`src/rtl/ber_pkg.sv`:
```
// Shared definitions for the BER checker: FSM state encoding, PRBS9 reference
// geometry and a counter-width helper.
package ber_pkg;

    typedef enum logic [1:0] {
        ST_IDLE   = 2'd0,
        ST_SEED   = 2'd1,
        ST_VERIFY = 2'd2,
        ST_LOCKED = 2'd3
    } ber_state_t;

    // PRBS9, x^9 + x^5 + 1: prediction is r[8] ^ r[4], r[0] newest
    localparam int PRBS_LEN   = 9;
    localparam int PRBS_TAP_A = 8;
    localparam int PRBS_TAP_B = 4;

    // Bits shifted in from the line before the reference is trusted
    localparam int SEED_LEN = PRBS_LEN;

    // Bits needed for a counter that runs 0..n-1
    function automatic int cnt_width(input int n);
        return (n <= 2) ? 1 : $clog2(n);
    endfunction

endpackage

```
`src/rtl/prbs9_ref_gen.sv`:
```
// Local PRBS9 reference register: loads line bits while seeding, free-runs on
// its own prediction otherwise. i_clear has priority over a shift.
module prbs9_ref_gen
    import ber_pkg::*;
(
    input  logic clock,
    input  logic i_reset,
    input  logic i_load_bit,
    input  logic i_shift,
    input  logic i_load_mode,
    input  logic i_clear,
    output logic o_pred
);

    logic [PRBS_LEN-1:0] r_ref;
    logic                w_in_bit;

    assign o_pred   = r_ref[PRBS_TAP_A] ^ r_ref[PRBS_TAP_B];
    assign w_in_bit = i_load_mode ? i_load_bit : o_pred;

    always_ff @(posedge clock or negedge i_reset) begin
        if (!i_reset) begin
            r_ref <= '0;
        end else if (i_clear) begin
            r_ref <= '0;
        end else if (i_shift) begin
            r_ref <= {r_ref[PRBS_LEN-2:0], w_in_bit};
        end
    end

endmodule

```
`config.mk`:
```
export PLATFORM = sky130hd
export DESIGN_NAME = prbs9_ref_gen
export DESIGN_NICKNAME = d
export VERILOG_FILES = /design/src/rtl/ber_pkg.sv /design/src/rtl/prbs9_ref_gen.sv
export SDC_FILE = /design/constraint.sdc
export NUM_CORES = 1
export LEC_CHECK = 0
export CAP_MARGIN = 20
export CORE_AREA = 2 2 39 41
export DETAILED_ROUTE_END_ITERATION = 8
export DIE_AREA = 0 0 41 43
export HOLD_SLACK_MARGIN = 0.05
export RECOVER_POWER = 25
export SYNTH_ARGS = -nofsm -noshare
export SYNTH_HDL_FRONTEND = slang
export SYNTH_SLANG_ARGS = --single-unit
export TNS_END_PERCENT = 10
```
`constraint.sdc`:
```
create_clock -name clock -period 1.2 [get_ports clock]
set_input_delay 0.24 -clock clock [delete_from_list [all_inputs] [get_ports clock]]
set_output_delay 0.24 -clock clock [all_outputs]
set_load 0.005 [all_outputs]
```
Word-level counts from Yosys, hierarchy flattened

Cells that the tools add are included.

Latch bits: 0
Output and inout bits: 1
Memory bits (writable): 0
Bits in registers: 9
Memories: 0
ROM bits: 0
Logic and storage cells: 6

Shift-type cells: 0
Multiplexer cells: 3
$add $sub $neg: 0
Reductions and logical operators: 1
$mul: 0
Bitwise operators: 1
Equal/unequal tests: 0
Div/mod/pow operators: 0
$lt $le $gt $ge: 0

Operators with widths:

| cell               | number |
|---|---|
| 9-bit 2-to-1 mux   | 2 |
| 2-bit nonzero test | 1 |
| 1-bit 2-to-1 mux   | 1 |
| 1-bit bitwise XOR  | 1 |

Depth between registers and ports, before layout

Gate-level depths: netlist of run 1.

Depth after elaboration: 4
Depth in mapped cells: 3

Worst setup path before layout of run 1

Ideal clock, no wire load.

Path type: register to register
Start point: reg r_ref[4]
End point: reg r_ref[0]
Buffers on the path: 0
Library setup time: 126 ps
Cell stages (with the launch flop): 3
Setup slack: 218 ps
Data arrival time: 856 ps
Data required time: 1074 ps
Cell sequence: dfrtp_1 > xor2_1 > a311o_1

Cells in the longest elaborated chain, start to end: 4

RTL lines:

| element                  | line                | source |
|---|---|---|
| start: declaration       | prbs9_ref_gen.sv:15 | `logic [PRBS_LEN-1:0] r_ref;` |
| start signal: assignment | prbs9_ref_gen.sv:27 | `r_ref <= {r_ref[PRBS_LEN-2:0], w_in_bit};` |
| 1-bit bitwise XOR        | prbs9_ref_gen.sv:18 | `assign o_pred = r_ref[PRBS_TAP_A] ^ r_ref[PRBS_TAP_B];` |
| via o_pred               | prbs9_ref_gen.sv:12 | `output logic o_pred` |
| 1-bit 2-to-1 mux         | prbs9_ref_gen.sv:19 | `assign w_in_bit = i_load_mode ? i_load_bit : o_pred;` |
| 9-bit 2-to-1 mux         | prbs9_ref_gen.sv:26 | `end else if (i_shift) begin` |
| 9-bit 2-to-1 mux         | prbs9_ref_gen.sv:24 | `end else if (i_clear) begin` |

The timed path passes the listed nets, and every way through them passes these cells. The select of a mux whose other input is x is not followed.
A chain may end at the register's enable or synchronous reset.

Final worst setup path of run 1

Start point: reg r_ref[8]
End point: out o_pred

Cells in the longest elaborated chain, start to end: 1

RTL lines:

| element           | line |
|---|---|
| 1-bit bitwise XOR | prbs9_ref_gen.sv:18 |
| end: declaration  | prbs9_ref_gen.sv:12 |

No other way between the ends.

==> out/qor.csv, run 1 <==
metric;value;unit
Antenna Nets Post-Route;0;
worst hold path class;primary input to asynchronous set/reset pin;
final period utilization;101.9;%
Initial DRT Pass Iterations;1;
die area;1763;sq um
CP Launch Type;flop;
first-pass GRT wire length;1.200;mm
main combinational cell family by area after synthesis;multiplexers;
num rows;14;
CP max FO;2;
Synth Area in Simple Gates;14.24;%
Mapped Cells;32;
Max Freq;0.8178;GHz
Finished Cell Area;546.8;sq um
total congestion overflow;0;
chip height;43;microns
CP endpoint kind;output port;
GP Congestion;0.5985;
violated checks;negative setup slack;
relative slew slack;73.59;%
Core Area;1384;sq um
post-synthesis sequential area ratio;55.73;%
Yosys cell types;8;
Worst Tran Pin Value;0.3949;ns
Largest register FFs;9;
Worst Reg-to-Reg Cells;4;
Worst-path clk slew;0.06;ns
layout cells sized above 1;29.17;%
# setup viols final;1;
worst reg2reg endpoint;r_ref[0]$_DFFE_PN0P_;
Worst Setup Slack, final;-0.02277;ns
footprint of the multi-input gates;156.4;sq um
RSZ-0062 raised after global routing;yes;
crit path DAT;0.98;ns
FF+latch count, synth;9;
P_leak;0.2868;nW
Max-Cap Viols;0;
pwr dens;1073;nW/um^2
dpl ws;-0.2114;ns
status;complete, but fails checks;
Tot Pwr;0.5867;mW
Nets;55;
Placement Cell Area;514.2;sq um
Mapped Area;404.1;sq um
Critical R2R Launch;r_ref[8]$_DFFE_PN0P_;
n_diodes;0;
routed vias;289;
Final Slew Violations;0;
post-synthesis compound-gate area fraction;2.477;%
clk root buf;clkbuf_4;
Vias/cell;4.516;
Regs by FF count;r_ref x9;
drt total wl;721;microns
CTS Buf Count;3;
fillers;138;
Hold Vio Cnt, Final;0;
drt drc;0;
Starting Density;29.20;%
vias in the first global route;327;
DP Wirelength;594.5;microns
Tmin final;1.223;ns
initial antenna violation count;0;
hold_buf cts;0;
crit path launch;r_ref[8]$_DFFE_PN0P_;
CP Data Required Time;0.96;ns
Yosys warning total;0;
I/O pin total;7;
mux cell area share after synthesis;19.81;%
Total GRT Usage;11.20;%
xor/xnor share of the synthesized area;2.167;%
drt wl/cell;11.27;microns
htree depth;1;
Die Width;41;microns
area growth from synthesis to layout;35.29;%
area occupied by registers;225.2;sq um
IO buf count;6;
largest net degree at the start of global routing;10;
fin util;39.51;%
syn nets;38;
setup TNS;-0.02277;ns
VDD IR-drop max;0.2943;mV
Synth Area in Adders;0;%
R2R setup slack;0.02;ns
clock tree sinks;9;
clock latency on the worst-skew pair;0.25;ns
critical path class;flop to output port;
Reg with most FFs;r_ref;
final setup skew;0.002234;ns
Initial DRC Count;0;
commonest non-fill, non-tap cells in the layout;nor2_1, dfrtp_1, mux2i_1;
CTS tree;built;
CTS Buffer Depth;2;
mean area per synthesized cell;12.63;sq um
[metrics by stage]
stage / hold WS, ns / cells
6_report: 0.3439 / 64
5_1_grt: 0.3705 / 64
4_1_cts: 0.2743 / 64
3_5_place_dp: 0.5161 / 59
3_3_place_gp: 0.5002 / 59
2_1_floorplan: -0.05559 / 32
[routing by layer]
| metal | vias up | wire (microns) | global-route usage, % |
|---|---|---|---|
| li1 | 139 | - | - |
| met1 | 142 | 271 | 9.091 |
| met2 | 6 | 398 | 17.50 |
| met3 | 2 | 40 | 4.712 |
| met4 | 0 | 10 | 12.00 |
| met5 | - | 0 | 0 |
[worst max path at each step]
stage | to | slack (ns)
6_report | o_pred | -0.02
5_1_grt | o_pred | -0.09
4_1_cts | o_pred | -0.05
3_5_place_dp | r_ref[0]$_DFFE_PN0P_ | -0.21
3_3_place_gp | r_ref[0]$_DFFE_PN0P_ | -0.16
2_1_floorplan | r_ref[0]$_DFFE_PN0P_ | 0.22
[cell usage after synthesis]
cell type / n / area share, %
buf_6: 2 / 5.6
and4b_2: 1 / 2.8
xor2_1: 1 / 2.2
mux2i_1: 8 / 20
nor2_1: 9 / 8.4
a311o_1: 1 / 2.5
nor3b_2: 1 / 3.1
dfrtp_1: 9 / 56
[power by group]
group | internal, mW | switching [mW] | total (mW) | leakage [nW]
clock | 0.127 | 0.0952 | 0.223 | 0.0150
combinational | 0.0329 | 0.0239 | 0.0568 | 0.146
sequential | 0.306 | 0.00128 | 0.307 | 0.125
total | 0.466 | 0.120 | 0.587 | 0.287
[logic make-up (layout without fill, tap and decap cells)]
group,Yosys count,after routing
XOR/XNOR,1,1
buffers and inverters,2,18
multiplexers,8,8
AND/OR/NAND/NOR,11,11
flip-flops,9,9
AO/OA/AOI/OAI,1,1
[critical path: stages (launching register included)]
cell,delay [ns]
dfrtp_1,0.39
xor2_1,0.20
buf_2,0.14
[layout make-up]
class | instances | share of cell area (%)
multi-input combinational | 21 | 28.60
timing repair buffer | 14 | 21.74
sequential | 9 | 41.19
clock buffer | 4 | 4.805
tap | 16 | 3.661
[what timing repair did]
action	CTS	global route
gates resized for setup	5	0
pin swaps	2	0
setup endpoints to repair	1	2
setup buffers	1	0
Note: power is estimated with default switching activity, not from simulation.
==> run 2, diff against run 1 <==
Settings changed: ABC_CLOCK_PERIOD_IN_PS set to 1200, CELL_PAD_IN_SITES_DETAIL_PLACEMENT set to 1, CELL_PAD_IN_SITES_GLOBAL_PLACEMENT set to 2, CORE_AREA 2 2 39 41 to 2 2 40 42, DIE_AREA 0 0 41 43 to 0 0 42 44, PLACE_DENSITY_LB_ADDON set to 0.1.
==> run 2 against run 1 <==
The run still ends with negative setup slack left. Die area grew 4.8%. Via count shrank 2.4%. Clock-buffer cell count is the same. Cell area shrank 2.1%. Sequential power is essentially flat. Clock power is essentially flat. Largest power group unchanged. Highest routed layer unchanged.
==> out/qor.csv, run 2 (same netlist as run 1, synthesis figures left out) <==
metric;value;unit
status;complete, but fails checks;
violated checks;negative setup slack;
Final Slew Violations;0;
I/O pin total;7;
die area;1848;sq um
# setup viols final;1;
CP Launch Type;flop;
routed vias;282;
Max-Cap Viols;0;
n_diodes;0;
RSZ-0062 raised after global routing;yes;
non-filler cells, final;62;
CTS tree;built;
fin util;37.74;%
pwr dens;1100;nW/um^2
area growth from synthesis to layout;32.51;%
clock tree sinks;9;
Starting Density;28.48;%
setup TNS;-0.04545;ns
post-placement cell count;57;
CP Data Required Time;0.96;ns
total congestion overflow;0;
Tot Pwr;0.5892;mW
Initial DRC Count;3;
VDD IR-drop max;0.3772;mV
chip height;44;microns
Initial DRT Pass Iterations;3;
P_leak;0.2753;nW
drt wl/cell;13.63;microns
clk root buf;clkbuf_4;
commonest non-fill, non-tap cells in the layout;nor2_1, dfrtp_1, mux2i_1;
Regs by FF count;r_ref x9;
Reg with most FFs;r_ref;
Core Area;1419;sq um
layout cells sized above 1;28.26;%
Max Freq;0.8029;GHz
Nets;53;
Placement Cell Area;499.2;sq um
DP Wirelength;663.2;microns
num rows;14;
Hold Vio Cnt, Final;0;
clock latency on the worst-skew pair;0.26;ns
Hold Worst Slack;0.3536;ns
hold_buf cts;0;
drt drc;0;
Total GRT Usage;11.73;%
critical path class;flop to output port;
CP max FO;2;
vias in the first global route;325;
largest net degree at the start of global routing;10;
Worst-path clk slew;0.06;ns
Die Width;42;microns
CP endpoint kind;output port;
Worst Tran Pin Value;0.4263;ns
CTS Buffer Depth;2;
Worst Setup Slack, final;-0.04545;ns
htree depth;1;
final setup skew;0.005866;ns
IO buf count;6;
Tmin final;1.245;ns
CTS Buf Count;3;
final period utilization;103.8;%
Vias/cell;4.548;
first-pass GRT wire length;1.483;mm
relative slew slack;71.49;%
crit path DAT;1.01;ns
drt total wl;845;microns
worst hold path class;primary input to asynchronous set/reset pin;
Antenna Nets Post-Route;0;
Largest register FFs;9;
GP Congestion;0.6643;
Finished Cell Area;535.5;sq um
initial antenna violation count;0;
dpl ws;-0.2100;ns
## run 2: changes by cell type in the layout (fill, tap and decap cells not counted)
cell and delta:
xor2_1 -1, buf_4 -1, buf_6 -1, xor2_2 +1
## run 2: path summary, 6_finish.rpt
| check | to | slack [ns] | from | cells after the start |
|---|---|---|---|---|
| max | o_pred | -0.05 | r_ref[4]$_DFFE_PN0P_ | 2 |
| min | r_ref[0]$_DFFE_PN0P_ | 0.35 | i_reset | 1 |
| max reg2reg | r_ref[0]$_DFFE_PN0P_ | 0.06 | r_ref[4]$_DFFE_PN0P_ | 3 |
| min reg2reg | r_ref[1]$_DFFE_PN0P_ | 0.52 | r_ref[1]$_DFFE_PN0P_ | 2 |
| max in group asynchronous | r_ref[1]$_DFFE_PN0P_ | 0.54 | i_reset | 1 |
| min in group clock | r_ref[1]$_DFFE_PN0P_ | 0.52 | r_ref[1]$_DFFE_PN0P_ | 2 |
## run 2: critical path: stages, from the launching register on
cell,delay (ns)
dfrtp_1,0.41
xor2_2,0.20
buf_2,0.14
## run 2: metal layers
layer / track usage, % / wire (microns) / vias up
li1: - / - / 137
met1: 13.02 / 372 / 136
met2: 18.13 / 428 / 7
met3: 4.167 / 39 / 2
met4: 9.677 / 4 / 0
met5: 0 / 0 / -
## run 2: where the power goes
part	internal (mW)	total (mW)	switching, mW	leakage [nW]
registers	0.306	0.307	0.00130	0.125
clock network	0.128	0.226	0.0981	0.0150
logic	0.0309	0.0562	0.0253	0.135
total	0.464	0.589	0.125	0.275
## run 2: repair_timing
action / CTS / global route
gates cloned: 0 / 0
pin swaps: 1 / 1
setup buffers: 1 / 0
resized for setup: 5 / 0
hold endpoints to repair: 0 / 0
endpoints found under the setup margin: 1 / 1
## run 2: area by class of cell
cell class	count	area, sq um
fill	169	883.3
sequential	9	225.2
multi-input combinational	21	163.9
timing repair buffer	12	100.1
clock buffer	4	26.28
tap	16	20.02
==> run 3, diff against run 2 <==
Settings changed: ABC_AREA set to 1.
==> run 3 against run 2 <==
The flow now finishes without violations. First-iteration DRC count up 33%. Synthesized cell count up 25%. Clock power increased by 4%. Clock skew down 0.0056 ns. Critical path type unchanged. Critical endpoint unchanged.
==> out/qor.csv, run 3 <==
metric;value;unit
IO buf count;6;
Die Width;42;microns
P_leak;0.2603;nW
Mapped Cells;40;
first-pass GRT wire length;1.704;mm
Max-Cap Viols;0;
drt drc;0;
CP endpoint kind;output port;
CP Launch Type;flop;
final period utilization;99.29;%
htree depth;1;
Reg with most FFs;r_ref;
fin util;38.71;%
clock tree sinks;9;
Tot Pwr;0.5899;mW
setup TNS;0;ns
Nets;67;
initial antenna violation count;0;
worst hold path class;primary input to asynchronous set/reset pin;
Starting Density;25.93;%
Hold Vio Cnt, Final;0;
CTS tree;built;
# setup viols final;0;
total congestion overflow;0;
Async SR Flop Fraction;100.0;%
chip height;44;microns
Regs by FF count;r_ref x9;
largest cells by area after synthesis;dfrtp_1, o22ai_1, inv_1;
Synth Area in Adders;0;%
clock latency on the worst-skew pair;0.26;ns
Largest register FFs;9;
clk root buf;clkbuf_4;
CP max FO;2;
CP Depth;4;
share of the synthesized area in the top cell type;61.22;%
drt wl/cell;11.79;microns
Yosys warning total;0;
commonest non-fill, non-tap cells in the layout;buf_4, dfrtp_1, inv_1, o22ai_1;
mux cell area share after synthesis;0;%
RSZ-0062 raised after global routing;yes;
xor/xnor share of the synthesized area;0;%
num rows;14;
hold_buf cts;0;
post-synthesis sequential area ratio;61.22;%
Initial DRT Pass Iterations;2;
commonest cells in the netlist;dfrtp_1, inv_1, o22ai_1;
CTS Buffer Depth;2;
syn nets;46;
largest net degree at the start of global routing;10;
non-filler cells, final;76;
Core Area;1419;sq um
Total GRT Usage;12.60;%
FF+latch count, synth;9;
Worst Reg-to-Reg Cells;6;
area growth from synthesis to layout;49.32;%
Worst-path clk slew;0.06;ns
Antenna Nets Post-Route;0;
crit path DAT;0.95;ns
post-synthesis compound-gate area fraction;13.27;%
Buf+Inv Stages, Crit Path;2;
CP Data Required Time;0.96;ns
vias in the first global route;393;
Post-synth EDFFs;0;
GP Congestion;0.6741;
main combinational cell family by area after synthesis;simple AND/OR/NAND/NOR gates;
Initial DRC Count;4;
post-placement cell count;64;
n_diodes;0;
Synth Flop Type;dfrtp_1;
drt total wl;896;microns
Hold Worst Slack;0.3541;ns
status;complete, no violations;
crit path cell chain;inv_2 -> nand2_2 -> nand2_1 -> buf_2;
Tmin final;1.191;ns
Synth Area in Simple Gates;14.29;%
Yosys top cell by area;dfrtp_1;
Yosys cell types;10;
fillers;173;
mean area per synthesized cell;9.196;sq um
I/O pin total;7;
Final Slew Violations;0;
DP Wirelength;592.3;microns
slowest CP cell;dfrtp_1;
die area;1848;sq um
VDD IR-drop max;0.3645;mV
pwr dens;1074;nW/um^2
Worst Tran Pin Value;0.4260;ns
CTS Buf Count;3;
Mapped Area;367.9;sq um
relative slew slack;71.51;%
layout cells sized above 1;36.67;%
final setup skew;0.0003072;ns
routed vias;331;
Max Freq;0.8393;GHz
critical path's top delay family;flip-flops;
commonest non-fill, non-tap cell in the layout;buf_4;
critical path class;flop to output port;
largest stage delay on the critical path;0.41;ns
Vias/cell;4.355;
-- run 3: final timing paths --
check | end | start | slack, ns
min in group clock | r_ref[0]$_DFFE_PN0P_ | r_ref[0]$_DFFE_PN0P_ | 0.49
max in group asynchronous | r_ref[8]$_DFFE_PN0P_ | i_reset | 0.55
setup / recovery | o_pred | r_ref[4]$_DFFE_PN0P_ | 0.009
hold reg to reg | r_ref[0]$_DFFE_PN0P_ | r_ref[0]$_DFFE_PN0P_ | 0.49
setup reg to reg | r_ref[8]$_DFFE_PN0P_ | r_ref[8]$_DFFE_PN0P_ | 0.09
hold / removal | r_ref[4]$_DFFE_PN0P_ | i_reset | 0.35
-- run 3: layout make-up --
cell class                      instances  area (sq um)  share of cell area, %
Tap cell                               16         20.02                  3.645
Multi-Input combinational cell         20         106.4                  19.36
Clock buffer                            4         26.28                  4.784
Sequential cell                         9         225.2                  41.00
Inverter                               11         41.29                  7.517
Timing Repair Buffer                   16         130.1                  23.69
-- run 3: where the power goes --
group	leakage (nW)	internal, mW	switching [mW]
combinational	0.120	0.0208	0.0249
sequential	0.125	0.307	0.00138
clock	0.0150	0.128	0.108
-- run 3: worst register-to-register path: stages (launching register included) --
cell and delay [ns]:
dfrtp_1 0.38, inv_2 0.05, buf_4 0.12, buf_4 0.12, buf_4 0.12, buf_4 0.12
o22ai_1 0.12
-- run 3: kinds of logic after synthesis --
family / count (synthesis)
simple gates: 12
buf+inv: 11
flops: 9
compound gates: 8
-- run 3: metal layers --
metal	track usage [%]	vias to the layer above	part of all wire, %
met5	0	-	0
met4	5.806	0	0
met3	2.500	0	2.3
met2	21.56	5	51
met1	15.32	160	46
li1	-	166	-
-- run 3: what timing repair did --
action | in CTS | in global routing
pin swaps | 1 | 1
setup buffers | 7 | 1
hold endpoints to repair | 0 | 0
endpoints found under the setup margin | 1 | 2
gates resized for setup | 6 | 2
-- run 3: per-stage QoR --
stage          worst slack (ns)  instance area, sq um
2_1_floorplan            0.4091                 367.9
3_3_place_gp           -0.07923                 462.9
3_5_place_dp            -0.1142                 462.9
4_1_cts                0.005113                 539.3
5_1_grt                -0.04700                 549.3
6_report               0.008541                 549.3
